`src/rtl/score_scan_mux.sv`:
```
// Two-player BCD score keeper with win detection and 4-digit multiplexed display drive.
// Define LEADING_ZERO_BLANK_EN to blank a zero tens digit with BLANK_CODE.
module score_scan_mux #(
  parameter int unsigned REFRESH_DIV = 100000,
  parameter int unsigned WIN_SCORE   = 11,
  parameter logic [3:0]  BLANK_CODE  = 4'hF
) (
  input  logic       clk,
  input  logic       rst_n,
  input  logic       p1_point,
  input  logic       p2_point,
  input  logic       clr_scores,
  output logic [3:0] digit,
  output logic [3:0] an,
  output logic       game_over,
  output logic       winner
);

  localparam int unsigned    CW      = $clog2(REFRESH_DIV);
  localparam logic [CW-1:0]  CNT_MAX = CW'(REFRESH_DIV - 1);

  typedef enum logic [1:0] {
    SLOT_P2_ONES = 2'd0,
    SLOT_P2_TENS = 2'd1,
    SLOT_P1_ONES = 2'd2,
    SLOT_P1_TENS = 2'd3
  } slot_e;

  logic [3:0]    p1_ones, p1_tens, p2_ones, p2_tens;
  logic [CW-1:0] refresh_cnt;
  slot_e         scan_idx;
  logic [6:0]    p1_val, p2_val;
  logic          p1_win, p2_win, freeze;
  logic [3:0]    digit_nxt, an_nxt;

  // {tens, ones} increment, saturating at 99
  function automatic logic [7:0] bcd_inc(input logic [7:0] v);
    logic [7:0] r;
    r = v;
    if (v[3:0] != 4'd9)      r[3:0] = v[3:0] + 4'd1;
    else if (v[7:4] != 4'd9) r = {v[7:4] + 4'd1, 4'd0};
    return r;
  endfunction

  function automatic logic [3:0] tens_glyph(input logic [3:0] tens);
`ifdef LEADING_ZERO_BLANK_EN
    return (tens == 4'd0) ? BLANK_CODE : tens;
`else
    return tens;
`endif
  endfunction

  // Scoring also freezes in the cycle a player reaches the win score,
  // before the registered game_over has caught up.
  always_comb begin
    p1_val = 7'(p1_tens) * 7'd10 + 7'(p1_ones);
    p2_val = 7'(p2_tens) * 7'd10 + 7'(p2_ones);
    p1_win = (p1_val == 7'(WIN_SCORE));
    p2_win = (p2_val == 7'(WIN_SCORE));
    freeze = game_over | p1_win | p2_win;
  end

  always_comb begin
    digit_nxt = p2_ones;
    an_nxt    = 4'b1110;
    unique case (scan_idx)
      SLOT_P2_ONES: begin digit_nxt = p2_ones;             an_nxt = 4'b1110; end
      SLOT_P2_TENS: begin digit_nxt = tens_glyph(p2_tens); an_nxt = 4'b1101; end
      SLOT_P1_ONES: begin digit_nxt = p1_ones;             an_nxt = 4'b1011; end
      SLOT_P1_TENS: begin digit_nxt = tens_glyph(p1_tens); an_nxt = 4'b0111; end
      default:      begin digit_nxt = p2_ones;             an_nxt = 4'b1110; end
    endcase
  end

  always_ff @(posedge clk) begin
    if (!rst_n) begin
      p1_ones     <= '0;
      p1_tens     <= '0;
      p2_ones     <= '0;
      p2_tens     <= '0;
      refresh_cnt <= '0;
      scan_idx    <= SLOT_P2_ONES;
      digit       <= 4'h0;
      an          <= 4'b1110;
      game_over   <= 1'b0;
      winner      <= 1'b0;
    end else begin
      if (refresh_cnt == CNT_MAX) begin
        refresh_cnt <= '0;
        scan_idx    <= slot_e'(scan_idx + 2'd1);
      end else begin
        refresh_cnt <= refresh_cnt + CW'(1);
      end

      if (clr_scores) begin
        p1_ones   <= '0;
        p1_tens   <= '0;
        p2_ones   <= '0;
        p2_tens   <= '0;
        game_over <= 1'b0;
        winner    <= 1'b0;
      end else begin
        if (p1_point && !freeze) {p1_tens, p1_ones} <= bcd_inc({p1_tens, p1_ones});
        if (p2_point && !freeze) {p2_tens, p2_ones} <= bcd_inc({p2_tens, p2_ones});
        game_over <= p1_win | p2_win;
        winner    <= !p1_win && p2_win;
      end

      digit <= digit_nxt;
      an    <= an_nxt;
    end
  end

endmodule

```
`config.mk`:
```
export PLATFORM = sky130hd
export DESIGN_NAME = score_scan_mux
export DESIGN_NICKNAME = d
export VERILOG_FILES = /design/src/rtl/score_scan_mux.sv
export SDC_FILE = /design/constraint.sdc
export NUM_CORES = 1
export LEC_CHECK = 0
export CAP_MARGIN = 10
export CORE_ASPECT_RATIO = 1.4
export CORE_MARGIN = 3
export CORE_UTILIZATION = 59
export CTS_CLUSTER_SIZE = 25
export DETAILED_ROUTE_END_ITERATION = 12
export HOLD_SLACK_MARGIN = 0.02
export PLACE_DENSITY = 0.79
export SLEW_MARGIN = 5
export SYNTH_ARGS = -nofsm -noshare
export SYNTH_HDL_FRONTEND = slang
export SYNTH_SLANG_ARGS = --single-unit
```
`constraint.sdc`:
```
create_clock -name clk -period 3.37 [get_ports clk]
set_input_delay 0.674 -clock clk [delete_from_list [all_inputs] [get_ports clk]]
set_output_delay 0.674 -clock clk [all_outputs]
set_load 0.01 [all_outputs]
```
Word level (Yosys, flattened, before mapping)
Index checks and enable logic that the tools add are counted.
{ "word_totals": {"out_inout_bits": 10, "ram_bits": 0, "inputBits": 5, "ff_bits": 45, "n_memories": 0, "romBits": 0, "latch_bits": 0, "elab_cells": 56} }
{ "op_classes": {"eq_ne": 10, "n_div": 0, "n_addsub": 8, "n_reduce_logical": 14, "bitwise_logic": 6, "shift": 0, "multipliers": 2, "n_lt_le_gt_ge": 0, "muxes": 6} }
{ "op_table": {"columns": ["op", "count"], "rows": [
  ["$pmux W4 S4", 2],
  ["$add A17 B1 Y17 const B", 1],
  ["$eq A17 B17 Y1 const B", 1],
  ["$add A4 B1 Y4 const B", 4],
  ["$mux W4", 4],
  ["$ne A4 B4 Y1 const B", 4],
  ["$add A7 B4 Y7", 2],
  ["$eq A7 B4 Y1 const B", 2],
  ["$mul A4 B3 Y6 const B", 2],
  ["$reduce_and A3 Y1", 2],
  ["$eq A2 B2 Y1 const B", 2],
  ["$reduce_and A2 Y1", 2],
  ["$reduce_bool A2 Y1", 2],
  ["$reduce_or A2 Y1", 2],
  ["$logic_and A1 B1 Y1", 3],
  ["$not A1 Y1", 3],
  ["$or A1 B1 Y1", 3],
  ["$add A2 B1 Y2 const B", 1],
  ["$eq A2 B1 Y1 const B", 1],
  ["$logic_not A1 Y1", 2],
  ["$logic_not A2 Y1", 1]
]} }

Longest topological paths before layout
{ "depth": {"depth_word": 8, "depth_mapped": 10, "ltp_nobuf": 9} }

Least setup slack after synthesis
No wires, ideal clock.
{ "synth_timing": {"path_type": "register -> register", "start": "register p2_tens[3]", "end": "register p1_ones[2]", "synth_period_minus_slack_ps": 2469, "required_ps": 3298, "setup_ps": 72, "slack_ps": 901, "n_path_buf": 1, "path_stages_with_launch": 10, "arrival_time_ps": 2397, "path_cell_list": "dfxtp_1 -> ha_1 -> ha_1 -> inv_1 -> fa_1 -> and4_1 -> o211a_2 -> buf_6 -> nor4b_2 -> mux2i_1"} }
{ "synth_between": {"elab_chain_cells": 7} }
{ "synth_rtl": {"columns": ["element", "line", "rtl"], "rows": [
  ["start: declaration", "29", "logic [3:0] p1_ones, p1_tens, p2_ones, p2_tens;"],
  ["start signal: assignment", "104", "if (p2_point && !freeze) {p2_tens, p2_ones} <= bcd_inc({p2_tens, p2_ones});"],
  ["$mul A4 B3 Y6", "57", "p2_val = 7'(p2_tens) * 7'd10 + 7'(p2_ones);"],
  ["$add A7 B4 Y7", "57", null],
  ["$eq A7 B4 Y1", "59", "p2_win = (p2_val == 7'(WIN_SCORE));"],
  ["$or A1 B1 Y1", "60", "freeze = game_over | p1_win | p2_win;"],
  ["$logic_not A1 Y1", "103", "if (p1_point && !freeze) {p1_tens, p1_ones} <= bcd_inc({p1_tens, p1_ones});"],
  ["$logic_and A1 B1 Y1", "103", null],
  ["$reduce_and A2 Y1 (no line)", null, null],
  ["end signal: assignment", "103", null],
  ["end: declaration", "29", null]
]} }
No other way between the ends.
A chain may end at the register's enable or synchronous reset.

Worst setup path in the final report
{ "layout_timing": {"start": "register p2_tens[3]", "end": "register p2_ones[1]"} }
{ "layout_between": {"elab_chain_cells": 7, "word_cells_on_any_way": 9, "classes_between": "1 x add/sub; 1 x mul; 2 x eq/ne; 1 x bitwise; 4 x reduce/logical"} }
{ "layout_rtl": {"columns": ["element", "line"], "rows": [
  ["$mul A4 B3 Y6", "57"],
  ["$add A7 B4 Y7", "57"],
  ["$eq A7 B4 Y1", "59"],
  ["$or A1 B1 Y1", "60"],
  ["$logic_not A1 Y1", "104"],
  ["$logic_and A1 B1 Y1", "104"],
  ["$reduce_and A2 Y1 (no line) (*)", null],
  ["end signal: assignment", "104"],
  ["end: declaration", "29"]
]} }
Mark *: on every way between the ends. The rest lies on a longest branch, timed or not.

==> results.tsv <==
metric	value	unit
synthCells	291	
die-area	5290	sq um
synth_ff_type	dfxtp_1	
startpoint_type	flop	
syn2layout_area_growth	11.1	%
synth.net_count	321	
synth_warnings	0	
vias	2146	
max-cap-violations	0	
critPathMaxStageDelay	0.48	ns
post-cts-setup-buffers	0	
power_frac_clock	41.3	%
root_buffer	clkbuf_8	
p_per_area	339	nW/um^2
io_pins	15	
cp.required	3.55	ns
gp_congestion	0.883	
worst_hold_slack	0.445	ns
synth_seq_cells	45	
ctsResizeCount	0	
cts.path.max_buffers	2	
wl_per_cell	15.3	um
cp_slowest_cell	dfxtp_1	
cts_tree	done	
antennaDiodeCount	0	
cts_sinks	45	
track_usage	22.5	%
ir_drop	0.000346	V
syn-cell-area	2620	sq um
worst_path_most_repeated_cell	ha_1	
synth_cell_types	53	
path_cells	ha_1, ha_1, inv_1, fa_1, nand2b_1, mux2i_1, o211a_2, nor3_1, mux2_1	
h-tree-depth	2	
grt_pass1_vias	2098	
worstSetupPathType	reg -> reg	
worstPathMaxFanout	16	
synth_top_area_share	34.4	%
first_pass_iters	7	
power.switching	0.211	mW
clock_skew	0.0153	ns
seqPwrFrac	55.1	%
grt_setup_unrepaired	no	
cts_buffers	5	
yosysSeqAreaShare	34.4	%
die-width	62.3	um
hp-class	reg -> reg	
chipHeight	84.8	um
via_per_inst	5.86	
nNetsFinal	335	
fmax	0.358	GHz
period_needed	2.79	ns
finalSetupViolations	0	
pwr-share-comb	3.7	%
grt_max_degree	18	
switching_share	21.4	%
synth_edf_count	0	
rows	28	
yosys-top-cells-area	dfxtp_1 (34%), ha_1 (10%), nand2_1 (4.7%), xor2_1 (4.0%), nand3_1 (3.2%)	
p_int	0.774	mW
dp_hpwl	4.13	mm
io_buffer_count	14	
grt_pass1_wl	9.50	mm
cp.arrival	2.97	ns
synth.avg_cell_area	9.00	sq um
final_hold_viol_count	0	
final.setup.tns	0	ns
fillCellCount	337	
drtIter0Drc	124	
drive_gt1_share	6.21	%
clkLatencyLatePin	0.30	ns
max-slew-margin-rel	52.7	%
synth_top_area_cell	dfxtp_1	
path_clk_slew	0.08	ns
total_power	0.985	mW
end_kind	flop	
drc	0	
slew_viol_final	0	
p_leak	1.11	nW
drt-total-wl	5.59	mm
holdBufCountCts	0	
period_share	82.9	%
async_flop_share	0	%
start_util	61.8	%
overflow	0	
fp.coreArea	4240	sq um
antenna_found_initial	0	
tightest_slew	0.708	ns
run_status	completed	
ant_nets	0	
-- metal layers --
| metal | track usage [%] | vias up | part of all wire (%) | wire length, um |
|---|---|---|---|---|
| met2 | 42.1 | 53 | 54 | 3040 |
| met5 | 0 | - | 0 | 0 |
| met3 | 4.37 | 16 | 3.6 | 201 |
| li1 | - | 1061 | - | - |
| met1 | 24.2 | 1016 | 39 | 2200 |
| met4 | 10.4 | 0 | 2.7 | 153 |
-- power groups by stage --
stage | clock network (mW) | logic, mW | registers [mW]
after floorplan | 0 | 0.0241 | 0.553
after global placement | 0 | 0.0357 | 0.555
after detailed placement | 0 | 0.0364 | 0.555
after CTS | 0.413 | 0.0366 | 0.542
after global routing | 0.436 | 0.0410 | 0.543
final | 0.406 | 0.0364 | 0.542
-- worst max-delay path: cells and delay by family, from the launching register on --
family                     cells  cell delay, ns
muxes                          2            0.50
adders and majority gates      3            0.93
AOI/OAI and AO/OA              1            0.44
and+or+nand+nor                2            0.28
buffers and inverters          1            0.06
DFF                            1            0.48
-- Yosys cell counts (2+ instances only) --
library cell and instances:
nor3_1 7, nor4_1 2, a211oi_2 2, nor2b_1 7, nand3_1 17, nand2b_1 8
nand2_1 33, and4_1 3, nor2_1 22, or4_1 3, mux2i_1 6, a21oi_1 5
buf_2 2, fa_1 4, o31ai_1 7, dfxtp_1 45, and2_1 6, nor4b_2 2
clkbuf_1 4, inv_1 16, ha_1 21, o311ai_1 4, o21ai_1 2, nand4_1 4
o21ai_0 5, xnor2_1 7, a222oi_1 4, xor2_1 12, a31oi_1 2, and3_1 6
-- layout make-up --
cell class                 instances  area [sq um]  share of cell area (%)
multi-input combinational        222          1610                    55.5
inverter                          16          60.1                    2.06
sequential                        45           901                    31.0
timing repair buffer              15           148                    5.08
tap                               60          75.1                    2.58
clock inverter                     2          38.8                    1.33
clock buffer                       6          72.6                    2.49
-- stage by stage --
| stage | util [%] | instances | cell area (sq um) | worst slack [ns] |
|---|---|---|---|---|
| finish | 68.6 | 366 | 2910 | 0.578 |
| global placement | 66.0 | 358 | 2800 | 0.667 |
| detailed placement | 66.0 | 358 | 2800 | 0.609 |
| global route | 68.6 | 366 | 2910 | 0.403 |
| floorplan | - | 291 | 2620 | 0.901 |
| CTS | 68.6 | 366 | 2910 | 0.583 |
-- sequential cells by signal, indices dropped and copies added (netlist names) --
name	flops
p2_ones	4
digit	4
scan_idx	2
an	4
p2_tens	4
p1_ones	4
game_over	1
p1_tens	4
refresh_cnt	17
winner	1
-- cell usage in the layout, fill, tap and decap left out, types with 8 or more instances in the layout --
master	Yosys	final
clkdlybuf4s50_1	0	14
dfxtp_1	45	45
ha_1	21	21
inv_1	16	16
nand2_1	33	33
nand2b_1	8	8
nand3_1	17	17
nor2_1	22	22
xor2_1	12	12
-- final timing paths --
kind              cells after the start  slack, ns           start        endpoint
setup reg to reg                      9       0.58      p2_tens[3]      p2_ones[1]
setup / recovery                      9       0.58      p2_tens[3]      p2_ones[1]
hold reg to reg                       1       0.45  refresh_cnt[0]  refresh_cnt[0]
hold / removal                        1       0.45  refresh_cnt[0]  refresh_cnt[0]
-- logic make-up after synthesis --
family                     count (synthesis)  share of synthesized area, %
AOI/OAI and AO/OA                         41                          12.2
adders and majority gates                 25                          13.1
xor gates and xnor gates                  20                          6.98
muxes                                      7                          2.72
buffers and inverters                     24                          3.97
DFF                                       45                          34.4
and+or+nand+nor                          129                          26.6
Power figures use the tool's default switching activity.
